$ cat src/rtl/seq_shift_unit.sv
`default_nettype none
// ============================================================================
// Module   : seq_shift_unit
// Purpose  : Multi-cycle shift/rotate unit, STEP bit positions per clock,
//            start/done handshake. Optional carry_out via SEQ_SHIFT_CARRY_EN.
// Revision : 1.0 - initial release
// ============================================================================
module seq_shift_unit #(
    parameter int STEP = 1
) (
    input  logic        clk,
    input  logic        rst_n,
    input  logic        start,
    input  logic [31:0] in_data,
    input  logic [2:0]  sel,
    input  logic [5:0]  k,
    output logic [31:0] out_data,
    output logic        busy,
    output logic        done
`ifdef SEQ_SHIFT_CARRY_EN
    ,
    output logic        carry_out
`endif
);

    localparam logic [1:0] c_ST_IDLE  = 2'd0;
    localparam logic [1:0] c_ST_SHIFT = 2'd1;
    localparam logic [1:0] c_ST_DONE  = 2'd2;

    localparam logic [2:0] c_OP_LSL = 3'd0;
    localparam logic [2:0] c_OP_LSR = 3'd1;
    localparam logic [2:0] c_OP_ASL = 3'd2;
    localparam logic [2:0] c_OP_ASR = 3'd3;
    localparam logic [2:0] c_OP_ROL = 3'd4;
    localparam logic [2:0] c_OP_ROR = 3'd5;

    localparam logic [5:0] c_STEP = 6'(STEP);

    logic [1:0]  r_state;
    logic [31:0] r_work;
    logic [2:0]  r_sel;
    logic        r_sign;
    logic [5:0]  r_count;
    logic [31:0] r_out_data;
    logic        r_busy;
    logic        r_done;

    logic [5:0]  w_eff_count;
    logic [5:0]  w_n;
    logic [5:0]  w_inv_n;
    logic [31:0] w_shl;
    logic [31:0] w_shr;
    logic [31:0] w_fill;
    logic [31:0] w_work_next;
    logic        w_last_step;

    // Shifts saturate at 32 so the stepping reaches all-fill; rotates wrap.
    always_comb begin
        w_eff_count = 6'd0;
        if (sel <= c_OP_ASR) begin
            w_eff_count = (k > 6'd32) ? 6'd32 : k;
        end else if (sel == c_OP_ROL || sel == c_OP_ROR) begin
            w_eff_count = {1'b0, k[4:0]};
        end
    end

    assign w_n         = (r_count < c_STEP) ? r_count : c_STEP;
    assign w_inv_n     = 6'd32 - w_n;
    assign w_last_step = (r_count <= c_STEP);
    assign w_shl       = r_work << w_n;
    assign w_shr       = r_work >> w_n;
    assign w_fill      = ~(32'hFFFF_FFFF >> w_n);

    always_comb begin
        w_work_next = r_work;
        case (r_sel)
            c_OP_LSL, c_OP_ASL: w_work_next = w_shl;
            c_OP_LSR:           w_work_next = w_shr;
            c_OP_ASR:           w_work_next = w_shr | (r_sign ? w_fill : 32'h0);
            c_OP_ROL:           w_work_next = w_shl | (r_work >> w_inv_n);
            c_OP_ROR:           w_work_next = w_shr | (r_work << w_inv_n);
            default:            w_work_next = r_work;
        endcase
    end

`ifdef SEQ_SHIFT_CARRY_EN
    logic r_big;
    logic r_carry_out;
    logic w_cout;
    logic w_carry_final;

    // Last bit leaving the word during this step.
    always_comb begin
        w_cout = 1'b0;
        case (r_sel)
            c_OP_LSL, c_OP_ASL, c_OP_ROL: w_cout = r_work[5'(w_inv_n)];
            c_OP_LSR, c_OP_ASR, c_OP_ROR: w_cout = r_work[5'(w_n - 6'd1)];
            default:                      w_cout = 1'b0;
        endcase
    end

    assign w_carry_final = r_big ? ((r_sel == c_OP_ASR) ? r_sign : 1'b0) : w_cout;
    assign carry_out     = r_carry_out;
`endif

    always_ff @(posedge clk or negedge rst_n) begin
        if (!rst_n) begin
            r_state    <= c_ST_IDLE;
            r_work     <= 32'h0;
            r_sel      <= 3'd0;
            r_sign     <= 1'b0;
            r_count    <= 6'd0;
            r_out_data <= 32'h0;
            r_busy     <= 1'b0;
            r_done     <= 1'b0;
`ifdef SEQ_SHIFT_CARRY_EN
            r_big       <= 1'b0;
            r_carry_out <= 1'b0;
`endif
        end else begin
            r_done <= 1'b0;
            case (r_state)
                c_ST_IDLE: begin
                    if (start) begin
                        r_work  <= in_data;
                        r_sel   <= sel;
                        r_sign  <= in_data[31];
                        r_count <= w_eff_count;
`ifdef SEQ_SHIFT_CARRY_EN
                        r_big   <= (sel <= c_OP_ASR) && (k >= 6'd32);
`endif
                        if (w_eff_count != 6'd0) begin
                            r_state <= c_ST_SHIFT;
                            r_busy  <= 1'b1;
                        end else begin
                            // Zero count: result is ready in the very next cycle.
                            r_state    <= c_ST_DONE;
                            r_done     <= 1'b1;
                            r_out_data <= in_data;
`ifdef SEQ_SHIFT_CARRY_EN
                            r_carry_out <= 1'b0;
`endif
                        end
                    end
                end
                c_ST_SHIFT: begin
                    r_work  <= w_work_next;
                    r_count <= r_count - w_n;
                    if (w_last_step) begin
                        r_state    <= c_ST_DONE;
                        r_busy     <= 1'b0;
                        r_done     <= 1'b1;
                        r_out_data <= w_work_next;
`ifdef SEQ_SHIFT_CARRY_EN
                        r_carry_out <= w_carry_final;
`endif
                    end
                end
                c_ST_DONE: begin
                    r_state <= c_ST_IDLE;
                end
                default: begin
                    r_state <= c_ST_IDLE;
                    r_busy  <= 1'b0;
                end
            endcase
        end
    end

    assign out_data = r_out_data;
    assign busy     = r_busy;
    assign done     = r_done;

endmodule
`default_nettype wire
$ cat config.mk
export PLATFORM = sky130hd
export DESIGN_NAME = seq_shift_unit
export DESIGN_NICKNAME = d
export VERILOG_FILES = /design/src/rtl/seq_shift_unit.sv
export SDC_FILE = /design/constraint.sdc
export NUM_CORES = 1
export LEC_CHECK = 0
export BUFFER_PORTS_ARGS = -buffer_cell sky130_fd_sc_hd__buf_2
export CAP_MARGIN = 15
export CORE_UTILIZATION = 55
export DETAILED_ROUTE_END_ITERATION = 7
export GPL_TIMING_DRIVEN = 0
export HOLD_SLACK_MARGIN = 0.02
export PLACE_DENSITY = 0.84
export SYNTH_ARGS = -nofsm -noshare
export SYNTH_HDL_FRONTEND = slang
export SYNTH_SLANG_ARGS = --single-unit
$ cat constraint.sdc
create_clock -name clk -period 5 [get_ports clk]
set_clock_uncertainty 0.1 [all_clocks]
set_input_delay 0.25 -clock clk [delete_from_list [all_inputs] [get_ports clk]]
set_output_delay 0.25 -clock clk [all_outputs]
set_load 0.005 [all_outputs]
======== Yosys cells after proc, flatten, opt, wreduce, memory -nomap -nowiden ========
Index checks and enable logic that the tools add are counted.
operators by class
  $add $sub $neg .......................... 2
  multiply operators ...................... 0
  divide/modulo/power cells ............... 0
  magnitude comparators ................... 4
  equal/unequal tests ..................... 13
  shifts and indexed selects .............. 5
  muxes and demuxes ....................... 26
  bitwise operators ....................... 5
  reduce and logical (&&, ||, !) cells .... 11
operator list
  cell                                                        count
  2-to-1 mux 32 bit                                           5
  case mux 32 bit (5 select lines)                            1
  case mux 32 bit (2 select lines)                            2
  bitwise OR 32 bit                                           3
  << shifter 32 x 6 -> 32 bit                                 2
  right shift 32 x 6 -> 32 bit                                2
  NOT 32 bit                                                  1
  right shift 32 x 6 -> 32 bit, first input constant          1
  2-to-1 mux 6 bit                                            4
  == test 3 bit, second input constant                        4
  case mux 6 bit (2 select lines)                             1
  != test 2 bit, second input constant                        4
  AND reduction 4 bit                                         2
  == test 3 x 2 -> 1 bit, second input constant               2
  > comparator 6 bit, second input constant                   1
  <= comparator 6 x 1 -> 1 bit, second input constant         1
  less-than comparator 6 x 1 -> 1 bit, second input constant  1
  2-to-1 mux 1 bit                                            6
  2-to-1 mux 2 bit                                            3
  AND reduction 2 bit                                         3
  nonzero test 6 bit                                          1
  subtractor 6 bit                                            1
  subtractor 6 bit, first input constant                      1
  2-to-1 mux 5 bit                                            1
  other kinds (13)                                            13
word-level totals
  register bits ........................... 78
  bits in latches ......................... 0
  bits in writable memories ............... 0
  ROM bits ................................ 0
  output and inout bits ................... 34
  logic and storage cells ................. 74
  memories ................................ 0

======== Logic depth before layout (Yosys ltp) ========
  depth after elaboration ................. 9
  gate-level depth with buffers ........... 18
  gate-level depth less buffers ........... 12

======== Least setup slack after synthesis ========
No wires, ideal clock.
  kind .................................... reg-to-reg
  start ................................... register r_count[2]
  end ..................................... register r_out_data[3] (netlist: out_data[3])
  data arrival time ....................... 3.574 ns
  data required time ...................... 4.767 ns
  setup slack ............................. 1.193 ns
  cell stages (with the launch flop) ...... 19
  path buffers ............................ 6
  clock period less this slack ............ 3.807 ns
  cell sequence ........................... dfrtp_1 > nor3_4 > nand2_4 > inv_2 > buf_6 > buf_4 > ha_1 > clkbuf_1 > inv_1 > clkbuf_1 > ha_1 > buf_2 > buf_1 > nand3_1 > o21ai_0 > a211oi_1 > nor3_1 > a211oi_1 > o21ai_0
on the way
  longest elaborated chain between the ends .. 9
  elaborated cells between the ends (all ways) .. 19
  classes of those cells .................. add/sub (1); order compare (2); eq/ne (1); shift (5); mux (5); bitwise (4); reduce/logical (1)
ends and longest elaborated chain
  item                                                                                         line  RTL
  start: declaration                                                                           43    logic [5:0] r_count;
  start signal: assignment                                                                     128   r_count <= w_eff_count;
  start signal: assignment                                                                     148   r_count <= r_count - w_n;
  parallel branches: the longest is 9 deep, another holds less-than comparator 6 x 1 -> 1 bit  n/a
  end signal: assignment                                                                       139   r_out_data <= in_data;
  end signal: assignment                                                                       153   r_out_data <= w_work_next;
  end: declaration                                                                             44    logic [31:0] r_out_data;
Parallel ways; which one is timed is not known. The select of a mux whose other input is x is not followed.
A chain may end at the register's enable or synchronous reset.

======== Worst setup path in the final report ========
  start ................................... register r_count[0]
  end ..................................... register r_out_data[2] (netlist: out_data[2])
The elaborated chain is that of the path after synthesis.

==> metrics.yaml <==
die:
  core.rowCount: 38
  core_area_mm2: 0.01079
  die_h_um: 107.2
  design.portCount: 78
  initial_core_util_pct: 56.39
  x_dimension_of_the_die_um: 107.2
  area_of_the_die_mm2: 0.01149
critical_path:
  crit_path_end_kind: "flop"
  worstPathArrival_ns: 4.93
  r2r_end: "out_data[2]$_DFFE_PN0P_"
  critical-path-top-delay-family: "buffers and inverters"
  timing.critical_path.fanout_max: 11
  cp.buffers_inverters: 7
  critPathSlowestCell: "sky130_fd_sc_hd__o31ai_1"
  worst-setup-path-type: "flop to flop"
  r2r.worst_path.cells: 17
  critical-path-max-stage-delay_ns: 0.50
  worstPathCellList: "nor3_4, nand2_4, inv_2, buf_6, buf_4, ha_1, clkbuf_2, inv_1, ha_1, buf_2, and2_1, clkbuf_1, o2bb2ai_1, o31ai_1, a21oi_1, a21oi_1, o21ai_0"
  rr_startpoint: "r_count[0]$_DFFE_PN0P_"
  required_ns: 5.13
  timing.reg2reg.setup_slack_ns: 0.20
  critical_path.startpoint_type: "flop"
final_layout:
  drive_gt1_share_pct: 18.85
  fillerInstances: 933
  fin_util_pct: 64.68
  antenna_cells: 0
  area_delta_synth_final_pct: 14.70
  final_net_count: 877
placement:
  post-dp-hpwl_mm: 19.91
  routabilityCongestion: 1.083
  port_buffer_count: 77
logic_synthesis:
  postSynthAreaPerCell_um2: 8.325
  synth.yosys.warnings: 0
  post_synth_cell_types: 68
  ys.flop_type: "sky130_fd_sc_hd__dfrtp_1"
  synth_sequential_area_ratio_pct: 32.07
  synthesis.instances: 731
  post_synth_instance_area_mm2: 0.006086
  synth_edf_count: 0
  postSynth.asyncResetShare_pct: 100.0
  number_of_register_bits_inferred_by_synthesis: 78
timing:
  grt_setup_unrepaired: "no"
  worst_slew_margin_rel_pct: 23.07
  timing.final.hold_violations: 0
  timing_max_transition_violations_final: 0
  worst_hold_margin_ns: 0.01817
  tightest_slew_ns: 1.154
  setup_viol_count_final: 0
  layout_worst_path_cycle_share_pct: 95.93
  fin_crit_ns: 4.796
  clock.fmax_mhz: 208.5
clock_network:
  cts_tree: "done"
  clkSlewWorstSetupHoldPaths_ns: 0.09
  clkLatencyLatePin_ns: 0.39
  clock_sink_count: 78
  clockBufferDepth: 2
  clock-root-buffer: "sky130_fd_sc_hd__clkbuf_8"
  cts_max_level: 3
  tritoncts.num_buffers: 9
hold_path:
  min_delay_worst_endpoint: "out_data[17]$_DFFE_PN0P_"
  whs_path_depth: 3
  holdCritStartpoint: "in_data[17]"
  holdCritPathClass: "input pin to flop"
grt:
  grt_antenna_before_repair: 0
  grt_pass1_wl_mm: 40.83
  first_global_vias: 6744
  pin_count_of_the_biggest_net_entering_global_routing: 48
  grt_remaining_overflow: 0
  grt_usage_pct: 49.59
detailed_routing:
  route.final.wire_length_mm: 27.83
  drt-wirelength-per-cell_um: 28.60
  firstDrtPassIters: 6
  drtIter0Drc: 1268
  routed_via_density: 7.368
  drc_violation_count_after_routing: 0
  ant_nets: 0
  vias: 7169
power:
  leakage_nw: 2.882
  power_density_mw_per_mm2: 871.0
  vdd.ir_drop.worst_mv: 0.5045
run:
  timing.max_cap.violations: 0
status:
  outcome: "complete, no violations"
metrics by stage:
stage	instances	setup slack [ns]	total power [mW]	setup TNS, ns	area (um2)
after global routing	973	0.06063	6.252	0	6980
after floorplan	733	1.193	3.747	0	6093
after detailed placement	951	-0.2584	5.192	-1.631	6689
after global placement	950	-0.2092	5.101	-1.775	6654
after CTS	973	0.05112	5.765	0	6959
final	973	0.2036	6.080	0	6980
logic make-up (layout without fill, tap and decap cells):
logic type | after synthesis | in the layout | share of synthesized area (%)
xor+xnor | 1 | 1 | 0.1439
simple gates | 222 | 222 | 16.92
compound gates | 266 | 266 | 28.43
other cells | 2 | 4 | 0.1234
mux | 69 | 69 | 15.23
buf+inv | 88 | 188 | 6.044
fa+ha+maj | 5 | 5 | 1.028
flops | 78 | 78 | 32.07
worst max path at each step:
stage | start | to | cells after the start | slack, ns
floorplan | r_count[2]$_DFFE_PN0P_ | out_data[3]$_DFFE_PN0P_ | 18 | 1.19
global placement | r_count[2]$_DFFE_PN0P_ | out_data[3]$_DFFE_PN0P_ | 18 | -0.21
detailed placement | r_count[2]$_DFFE_PN0P_ | out_data[3]$_DFFE_PN0P_ | 18 | -0.26
CTS | r_count[4]$_DFFE_PN0P_ | out_data[19]$_DFFE_PN0P_ | 17 | 0.05
global route | r_count[0]$_DFFE_PN0P_ | out_data[19]$_DFFE_PN0P_ | 16 | 0.06
finish | r_count[0]$_DFFE_PN0P_ | out_data[2]$_DFFE_PN0P_ | 17 | 0.20
metal layers:
metal	vias to the layer above	routed length (um)	track usage (%)
li1	2918	-	-
met1	3371	9969	64.21
met2	737	11680	71.20
met3	143	4515	18.12
met4	0	1663	27.98
met5	-	0	0
worst min-delay path, stage by stage:
cell	delay (ns)
sky130_fd_sc_hd__buf_2	0.11
sky130_fd_sc_hd__nand2_1	0.05
sky130_fd_sc_hd__a31oi_1	0.07
synthesized netlist by cell type, drive strengths merged, types with 2 or more instances:
| cell | instances | share of area [%] |
|---|---|---|
| dfrtp | 78 | 32 |
| nand2 | 73 | 4.6 |
| nor2 | 72 | 4.5 |
| o21ai | 71 | 5.8 |
| a21oi | 63 | 5.2 |
| clkbuf | 61 | 3.8 |
| mux2i | 42 | 6.9 |
| nor3 | 21 | 2.1 |
| buf | 19 | 1.8 |
| mux4 | 18 | 6.7 |
| a31oi | 16 | 1.6 |
| o22ai | 16 | 1.6 |
| nand3 | 15 | 1.2 |
| o221ai | 10 | 1.4 |
| mux2 | 9 | 1.7 |
| a211oi | 8 | 0.99 |
| inv | 8 | 0.49 |
| o211ai | 8 | 0.99 |
| a221o | 7 | 1.2 |
| nand2b | 7 | 0.72 |
| nor2b | 7 | 0.72 |
| o21a | 6 | 0.74 |
| or3 | 6 | 0.62 |
| a21o | 5 | 0.62 |
| a22o | 5 | 0.72 |
| and3 | 5 | 0.51 |
| ha | 5 | 1.0 |
| nor4 | 5 | 0.62 |
| o22a | 5 | 0.72 |
| a221oi | 4 | 0.58 |
| a311oi | 4 | 0.58 |
| and2 | 4 | 0.41 |
| o211a | 4 | 0.66 |
| o31ai | 4 | 0.49 |
| a211o | 3 | 0.43 |
| a21boi | 3 | 0.37 |
| a22oi | 3 | 0.37 |
| a2bb2oi | 3 | 0.43 |
| a2111oi | 2 | 0.49 |
| a31o | 2 | 0.29 |
| a41oi | 2 | 0.29 |
| conb | 2 | 0.12 |
| nand4 | 2 | 0.21 |
| o21bai | 2 | 0.25 |
| o31a | 2 | 0.29 |
power breakdown:
group	internal (mW)	leakage, nW	switching, mW
sequential	0.956	0.912	0.360
clock	0.280	0.106	0.264
combinational	1.47	1.86	2.75
total	2.70	2.88	3.38
area by class of cell:
| cell class | count | area [um2] | share of cell area [%] |
|---|---|---|---|
| well taps | 140 | 175.2 | 2.509 |
| inverters | 8 | 30.03 | 0.4302 |
| flip-flops and latches | 78 | 1952 | 27.96 |
| plain buffers | 79 | 336.6 | 4.822 |
| clock inverters | 6 | 86.33 | 1.237 |
| repair buffers | 85 | 478.0 | 6.847 |
| multi-input cells | 567 | 3795 | 54.36 |
| clock buffers | 10 | 127.6 | 1.828 |
placed cells by master (no fill, tap or decap), types with 4 or more instances in the layout:
cell | netlist | layout
sky130_fd_sc_hd__o221ai_1 | 10 | 10
sky130_fd_sc_hd__inv_1 | 7 | 7
sky130_fd_sc_hd__clkbuf_8 | 0 | 9
sky130_fd_sc_hd__mux2i_1 | 42 | 42
sky130_fd_sc_hd__o21a_1 | 6 | 6
sky130_fd_sc_hd__clkbuf_1 | 61 | 60
sky130_fd_sc_hd__and3_1 | 5 | 5
sky130_fd_sc_hd__buf_2 | 12 | 88
sky130_fd_sc_hd__a31oi_1 | 16 | 16
sky130_fd_sc_hd__o21ai_0 | 70 | 70
sky130_fd_sc_hd__a221o_1 | 7 | 7
sky130_fd_sc_hd__nor4_1 | 4 | 4
sky130_fd_sc_hd__o211a_1 | 4 | 4
sky130_fd_sc_hd__a211oi_1 | 8 | 6
sky130_fd_sc_hd__a221oi_1 | 4 | 4
sky130_fd_sc_hd__mux4_2 | 18 | 18
sky130_fd_sc_hd__o31ai_1 | 4 | 4
sky130_fd_sc_hd__nand3_1 | 15 | 15
sky130_fd_sc_hd__dfrtp_1 | 78 | 78
sky130_fd_sc_hd__a22o_1 | 5 | 5
sky130_fd_sc_hd__dlygate4sd3_1 | 0 | 4
sky130_fd_sc_hd__buf_4 | 2 | 6
sky130_fd_sc_hd__nor2_1 | 71 | 71
sky130_fd_sc_hd__nand2b_1 | 7 | 7
sky130_fd_sc_hd__conb_1 | 2 | 4
sky130_fd_sc_hd__a21oi_1 | 63 | 63
sky130_fd_sc_hd__nor2b_1 | 7 | 7
sky130_fd_sc_hd__o22ai_1 | 16 | 16
sky130_fd_sc_hd__a21o_1 | 5 | 5
sky130_fd_sc_hd__ha_1 | 5 | 5
sky130_fd_sc_hd__mux2_2 | 9 | 9
sky130_fd_sc_hd__nor3_1 | 19 | 19
sky130_fd_sc_hd__and2_1 | 4 | 4
sky130_fd_sc_hd__or3_1 | 6 | 6
sky130_fd_sc_hd__o211ai_1 | 8 | 8
sky130_fd_sc_hd__o22a_1 | 5 | 5
sky130_fd_sc_hd__nand2_1 | 72 | 72
sequential cells by signal, indices dropped and copies added (netlist names):
register,flops
out_data,32
r_work,32
r_count,6
r_sel,3
r_state,2
busy,1
done,1
r_sign,1
timing repair:
action	CTS	global route
gates resized for setup	1	4
hold buffers	4	0
pin swaps	2	1
endpoints found under the setup margin	25	26
endpoints found under the hold margin	34	0
buffers inserted	2	1
(Power assumes the default switching activity.)
